===== config.mk =====
export PLATFORM = sky130hd
export DESIGN_NAME = tiny_dnn_axil_master
export DESIGN_NICKNAME = d
export VERILOG_FILES = /design/src/rtl/tiny_dnn_reg_pkg.sv /design/src/rtl/tiny_dnn_axil_master.sv
export SDC_FILE = /design/constraint.sdc
export NUM_CORES = 1
export LEC_CHECK = 0
export CAP_MARGIN = 5
export CORE_ASPECT_RATIO = 1.75
export CORE_MARGIN = 5
export CORE_UTILIZATION = 32
export CTS_CLUSTER_SIZE = 40
export DETAILED_ROUTE_END_ITERATION = 8
export PLACE_DENSITY = 0.76
export SLEW_MARGIN = 20
export SYNTH_ARGS = -nofsm -noshare
export SYNTH_HDL_FRONTEND = slang
export SYNTH_SLANG_ARGS = --single-unit

===== constraint.sdc =====
create_clock -name M_AXI_ACLK -period 1.4 [get_ports M_AXI_ACLK]
set_input_delay 0.14 -clock M_AXI_ACLK [delete_from_list [all_inputs] [get_ports M_AXI_ACLK]]
set_output_delay 0.14 -clock M_AXI_ACLK [all_outputs]
set_load 0.02 [all_outputs]

===== src/rtl/tiny_dnn_reg_pkg.sv =====
// Shared definitions for the tiny_dnn control-register block and its AXI-Lite initiator:
// register indices, AXI response codes and the initiator state encoding.
package tiny_dnn_reg_pkg;

  localparam logic [3:0] REG_CTRL = 4'd0;
  localparam logic [3:0] REG_FS   = 4'd1;
  localparam logic [3:0] REG_KS   = 4'd2;
  localparam logic [3:0] REG_KH   = 4'd3;
  localparam logic [3:0] REG_KW   = 4'd4;
  localparam logic [3:0] REG_SS   = 4'd5;
  localparam logic [3:0] REG_IH   = 4'd6;
  localparam logic [3:0] REG_IW   = 4'd7;
  localparam logic [3:0] REG_IC   = 4'd8;
  localparam logic [3:0] REG_OC   = 4'd9;
  localparam logic [3:0] REG_SRC  = 4'd10;
  localparam logic [3:0] REG_WGT  = 4'd11;
  localparam logic [3:0] REG_DST  = 4'd12;
  localparam logic [3:0] REG_OH   = 4'd13;
  localparam logic [3:0] REG_OW   = 4'd14;

  localparam logic [1:0] RESP_OKAY   = 2'b00;
  localparam logic [1:0] RESP_SLVERR = 2'b10;

  typedef enum logic [2:0] {
    ST_IDLE,
    ST_WR_REQ,
    ST_WR_RESP,
    ST_RD_REQ,
    ST_RD_DATA,
    ST_RSP
  } axil_state_e;

  // Base must be 64-byte aligned so OR-ing in the word offset never carries.
  function automatic logic [31:0] reg_addr(input logic [31:0] base, input logic [3:0] idx);
    return base | {26'd0, idx, 2'b00};
  endfunction

endpackage


===== src/rtl/tiny_dnn_axil_master.sv =====
// Single-outstanding AXI-Lite initiator: turns one cmd handshake into one
// single-beat write or read and returns the result on a rsp handshake.
module tiny_dnn_axil_master
  import tiny_dnn_reg_pkg::*;
#(
  parameter logic [31:0] BASE_ADDR = 32'h0000_0000
) (
  input  logic        M_AXI_ACLK,
  input  logic        M_AXI_ARESETN,
  input  logic        cmd_valid,
  output logic        cmd_ready,
  input  logic        cmd_write,
  input  logic [3:0]  cmd_addr,
  input  logic [31:0] cmd_wdata,
  output logic        rsp_valid,
  input  logic        rsp_ready,
  output logic        rsp_write,
  output logic [31:0] rsp_rdata,
  output logic        rsp_err,
  output logic        busy,
  output logic [31:0] M_AXI_AWADDR,
  output logic        M_AXI_AWVALID,
  input  logic        M_AXI_AWREADY,
  output logic [31:0] M_AXI_WDATA,
  output logic [3:0]  M_AXI_WSTRB,
  output logic        M_AXI_WVALID,
  input  logic        M_AXI_WREADY,
  input  logic [1:0]  M_AXI_BRESP,
  input  logic        M_AXI_BVALID,
  output logic        M_AXI_BREADY,
  output logic [31:0] M_AXI_ARADDR,
  output logic        M_AXI_ARVALID,
  input  logic        M_AXI_ARREADY,
  input  logic [31:0] M_AXI_RDATA,
  input  logic [1:0]  M_AXI_RRESP,
  input  logic        M_AXI_RVALID,
  output logic        M_AXI_RREADY
);

  axil_state_e state_q, state_d;
  logic        awvalid_q, awvalid_d;
  logic        wvalid_q, wvalid_d;
  logic        arvalid_q, arvalid_d;
  logic [31:0] addr_q, addr_d;
  logic [31:0] wdata_q, wdata_d;
  logic [31:0] rdata_q, rdata_d;
  logic        err_q, err_d;
  logic        write_q, write_d;

  always_ff @(posedge M_AXI_ACLK) begin
    if (!M_AXI_ARESETN) begin
      state_q   <= ST_IDLE;
      awvalid_q <= 1'b0;
      wvalid_q  <= 1'b0;
      arvalid_q <= 1'b0;
      addr_q    <= '0;
      wdata_q   <= '0;
      rdata_q   <= '0;
      err_q     <= 1'b0;
      write_q   <= 1'b0;
    end else begin
      state_q   <= state_d;
      awvalid_q <= awvalid_d;
      wvalid_q  <= wvalid_d;
      arvalid_q <= arvalid_d;
      addr_q    <= addr_d;
      wdata_q   <= wdata_d;
      rdata_q   <= rdata_d;
      err_q     <= err_d;
      write_q   <= write_d;
    end
  end

  always_comb begin
    state_d   = state_q;
    awvalid_d = awvalid_q;
    wvalid_d  = wvalid_q;
    arvalid_d = arvalid_q;
    addr_d    = addr_q;
    wdata_d   = wdata_q;
    rdata_d   = rdata_q;
    err_d     = err_q;
    write_d   = write_q;
    unique case (state_q)
      ST_IDLE: begin
        if (cmd_valid) begin
          addr_d  = reg_addr(BASE_ADDR, cmd_addr);
          write_d = cmd_write;
          if (cmd_write) begin
            wdata_d   = cmd_wdata;
            awvalid_d = 1'b1;
            wvalid_d  = 1'b1;
            state_d   = ST_WR_REQ;
          end else begin
            arvalid_d = 1'b1;
            state_d   = ST_RD_REQ;
          end
        end
      end
      ST_WR_REQ: begin
        // AW and W retire independently; leave only once both have handshaken.
        if (M_AXI_AWREADY) awvalid_d = 1'b0;
        if (M_AXI_WREADY)  wvalid_d  = 1'b0;
        if (!awvalid_d && !wvalid_d) state_d = ST_WR_RESP;
      end
      ST_WR_RESP: begin
        if (M_AXI_BVALID) begin
          err_d   = |M_AXI_BRESP;
          rdata_d = '0;
          state_d = ST_RSP;
        end
      end
      ST_RD_REQ: begin
        if (M_AXI_ARREADY) begin
          arvalid_d = 1'b0;
          state_d   = ST_RD_DATA;
        end
      end
      ST_RD_DATA: begin
        if (M_AXI_RVALID) begin
          rdata_d = M_AXI_RDATA;
          err_d   = |M_AXI_RRESP;
          state_d = ST_RSP;
        end
      end
      ST_RSP: begin
        if (rsp_ready) state_d = ST_IDLE;
      end
      default: state_d = ST_IDLE;
    endcase
  end

  always_comb begin
    cmd_ready     = (state_q == ST_IDLE);
    busy          = (state_q != ST_IDLE);
    M_AXI_BREADY  = (state_q == ST_WR_RESP);
    M_AXI_RREADY  = (state_q == ST_RD_DATA);
    rsp_valid     = (state_q == ST_RSP);
    rsp_write     = write_q;
    rsp_rdata     = rdata_q;
    rsp_err       = err_q;
    M_AXI_AWADDR  = addr_q;
    M_AXI_ARADDR  = addr_q;
    M_AXI_AWVALID = awvalid_q;
    M_AXI_WVALID  = wvalid_q;
    M_AXI_ARVALID = arvalid_q;
    M_AXI_WDATA   = wdata_q;
    M_AXI_WSTRB   = 4'hF;
  end

endmodule

==> PnR_summary.wiki <==
{| class="wikitable"
! Metric !! Value
|-
| Status || complete, but fails checks
|-
| Violations in the final reports || negative setup slack
|-
| Total routing usage reported by global routing || 15.57%
|-
| Nature of the critical path startpoint || flip-flop
|-
| RePlAce Congestion || about 0.77
|-
| Post-route design area || around 5800 µm²
|-
| First-pass GRT wire length || between 15,000 and 20,000 µm
|-
| Final Instance Count excl. Fillers || between 700 and 800
|-
| Filler cell count || between 900 and 1,000
|-
| Syn Std Cell Area || roughly 3300 µm²
|-
| DRC violation count after routing || 0
|-
| Dpl cells || between 600 and 700
|-
| Routed wire length || approximately 12,000 µm
|-
| Initial Utilization || around a third
|-
| Die ar. || roughly 13,000 µm²
|-
| Critical path start-end classification || flip-flop to flip-flop
|-
| Number of H-tree levels || 3
|-
| Inserted Clock Buffers || 9
|-
| Sum of met2 wire segment lengths after detailed routing || ~6600 µm
|-
| Maximum number of pins on one net before global-route repair || 43
|-
| HPWL Detailed || about 7700 µm
|-
| Io pins || roughly 220
|-
| Die width || about 87 µm
|-
| Setup repair after global routing missed its margin || true
|-
| Number of standard-cell rows in the floorplan || between 40 and 50
|-
| Hold Buf Count CTS || 0
|-
| Post-layout min period || approximately 1.5 ns
|-
| Clock-pin slew reported for the worst setup and hold paths after clock tree synthesis || about 0.060 ns
|-
| Routed met1 length || ~3700 µm
|-
| Leak Pwr || about 2.7 nW
|-
| Grt total ovfl || 0
|-
| Clk_skew || 0.005528 ns
|-
| Commonest cells post-synth || 76 x sky130_fd_sc_hd__dfxtp_1, 75 x sky130_fd_sc_hd__nand2_1, 68 x sky130_fd_sc_hd__buf_4
|-
| Post-Syn Area per Cell || 8.408 µm²
|-
| Dpl cell area || 4927 µm²
|-
| Total number of vias || roughly 3,300
|-
| Placeable core area || around 10,000 µm²
|-
| Met3 wire length || 1270 µm
|-
| Min-delay worst type || input port to flip-flop
|-
| Top post-synthesis cells by area || sky130_fd_sc_hd__dfxtp_1 46%, sky130_fd_sc_hd__buf_4 15%, sky130_fd_sc_hd__nand2_1 8.5%
|-
| Share of cells above drive strength 1 || 21.56%
|-
| Accumulated negative setup slack || -5.013 ns
|-
| Count of endpoints failing hold in the final timing report || 0
|-
| Critical path's slowest cell || sky130_fd_sc_hd__dfxtp_2
|-
| Total of max-cap violations || 0
|-
| Power per cell area || 1515 nW/µm²
|-
| Ordered cell list for the critical path || buf_12 > nor4b_4 > and2_4 > buf_6 > nand2_1 > a21oi_1
|-
| Nets@finish || 667
|-
| Flip-flop and latch count after synthesis || 76
|-
| CP Max Fanout || 8
|-
| Library cell with the largest summed area after synthesis || sky130_fd_sc_hd__dfxtp_1
|-
| Synth Flop Type || sky130_fd_sc_hd__dfxtp_1
|-
| Mean number of vias per cell || roughly 4.7
|-
| Vert. Die Dim || ~140 µm
|-
| CTS Buffer Depth || 2
|-
| Layout-stage area growth over the synthesis result || 75.54%
|-
| Most frequent cell after synthesis || sky130_fd_sc_hd__dfxtp_1
|-
| Clk_lat worst skew || approximately 0.32 ns
|-
| DRC marker count from the first detailed-route iteration || 147
|-
| Maximum clock frequency || 659.3 MHz
|-
| Number of nets with antenna violations after routing || 0
|-
| Initial antenna violation count || 0
|-
| Number of pins with negative max-slew slack in the final report || 0
|-
| Clock tree from TritonCTS || done
|-
| Number of global-route vias before repair || between 3,000 and 4,000
|-
| Number of warnings reported in the yosys synthesis log || 0
|-
| Multi-input gate area in the final layout || approximately 1700 µm²
|-
| Arrival time reported for the critical path endpoint || ~1.8 ns
|-
| Final Cycle Share || 108.3%
|-
| Average wire per cell in the routed design || 16.80 µm
|-
| Maximum resistive drop on vdd || between 0.6 and 0.7 mV
|-
| Highest signal layer in the routed design || met4
|-
| Endpoint class of the critical path || flip-flop
|-
| Critical path data required time || 1.65 ns
|-
| Portion of synthesized cell area occupied by the leading cell type || between 40 and 50%
|-
| Flip-flop and latch area || between 1500 and 2000 µm²
|-
| Number of unique standard cell types used by synthesis || 34
|-
| Fraction of the yosys area taken by sequential cells || 45.70%
|-
| Root buf cell || sky130_fd_sc_hd__clkbuf_16
|-
| # clock sinks || 76
|-
| Number of antenna cells inserted || 0
|-
| Number of I/O port buffers || 163
|-
| Share of the core filled with cells in the final layout || 57.08%
|-
| Fraction of registers with async set or reset after synthesis || 0%
|-
| DRT Pass-1 Iters || 4
|-
| Minimum setup slack in the final design || -0.1168 ns
|-
| CP bufs+invs || 2
|-
| Number of flops mapped to enable cells by yosys || 0
|-
| Gate count after technology mapping || slightly below 400
|-
| CP max stage delay || ~0.33 ns
|-
| Cell type group with the largest total delay on the critical path || simple AND/OR/NAND/NOR gates
|-
| Setup violations, final || 75
|}
## logic make-up after synthesis
family / synth area share [%]
buf+inv: 19.24
compound gates: 14.28
other cells: 0.2256
simple gates: 19.05
mux: 1.503
flops: 45.70
## where the power goes
| part | leakage (nW) | switching, mW | total, mW | internal, mW |
|---|---|---|---|---|
| Combinational | 1.98 | 2.06 | 3.99 | 1.93 |
| Clock | 0.144 | 0.838 | 2.25 | 1.41 |
| Sequential | 0.618 | 0.170 | 2.62 | 2.45 |
## metal layers
metal  global-route usage [%]  vias to the layer above
met3                    5.389                       29
met2                    29.03                      216
met4                    6.682                        0
met5                        0                        -
li1                         -                     1568
met1                    14.84                     1527
## per-stage QoR
step | hold WS, ns | power (mW) | setup WS (ns)
4_1_cts | 0.3432 | 7.953 | -0.07989
3_5_place_dp | 0.4470 | 5.651 | -0.1986
3_3_place_gp | 0.4422 | 5.590 | -0.2012
5_1_grt | 0.3681 | 9.295 | -0.2045
2_1_floorplan | 0.2704 | 4.516 | -0.1193
6_report | 0.3600 | 8.855 | -0.1168
## worst reg2reg max path: cells and delay by family, from the launching register on
family                 cells  cell delay [ns]
buffers and inverters      2             0.31
and+or+nand+nor            3             0.65
AOI/OAI and AO/OA          1             0.14
DFF                        1             0.33
## final timing paths
kind | start | to | slack, ns | cells after the start
worst max-delay path | state_q[1] | M_AXI_WDATA[31] | -0.12 | 6
worst max register to register | state_q[1] | M_AXI_WDATA[31] | -0.12 | 6
worst min register to register | M_AXI_WDATA[19] | M_AXI_WDATA[19] | 0.45 | 2
worst min-delay path | cmd_wdata[27] | M_AXI_WDATA[27] | 0.36 | 3
## layout make-up
cell class	instances	area share [%]
Clock buffer	10	4.089
Clock inverter	5	0.8992
Inverter	4	0.2569
Multi-Input combinational cell	283	28.60
Sequential cell	76	26.08
Tap cell	127	2.719
Timing Repair Buffer	211	37.36
## what timing repair did
| item | 4_1_cts | 5_1_grt |
|---|---|---|
| gates cloned | 2 | 10 |
| buffers inserted | 6 | 12 |
| pin swaps | 8 | 49 |
| gates resized for setup | 115 | 78 |
| endpoints found under the setup margin | 150 | 82 |
## registers in the layout, indices dropped and copies added (netlist names)
signal / count
M_AXI_WVALID: 1
M_AXI_ARVALID: 1
rsp_err: 1
rsp_write: 1
M_AXI_ARADDR: 4
M_AXI_WDATA: 32
rsp_rdata: 32
M_AXI_AWVALID: 1
state_q: 3
## cell usage in the layout, fill, tap and decap left out, types with 14 or more instances in the layout
cell | netlist | layout
sky130_fd_sc_hd__clkdlybuf4s50_1 | 0 | 81
sky130_fd_sc_hd__dfxtp_1 | 76 | 74
sky130_fd_sc_hd__dlygate4sd2_1 | 0 | 74
sky130_fd_sc_hd__conb_1 | 2 | 60
sky130_fd_sc_hd__nand2_1 | 75 | 48
sky130_fd_sc_hd__nor2_1 | 40 | 40
sky130_fd_sc_hd__a22oi_1 | 32 | 27
sky130_fd_sc_hd__a21oi_1 | 37 | 25
sky130_fd_sc_hd__buf_4 | 68 | 22
sky130_fd_sc_hd__clkbuf_16 | 0 | 15
sky130_fd_sc_hd__buf_6 | 3 | 15
sky130_fd_sc_hd__nand2_4 | 0 | 14
Note: power is estimated with default switching activity, not from simulation.
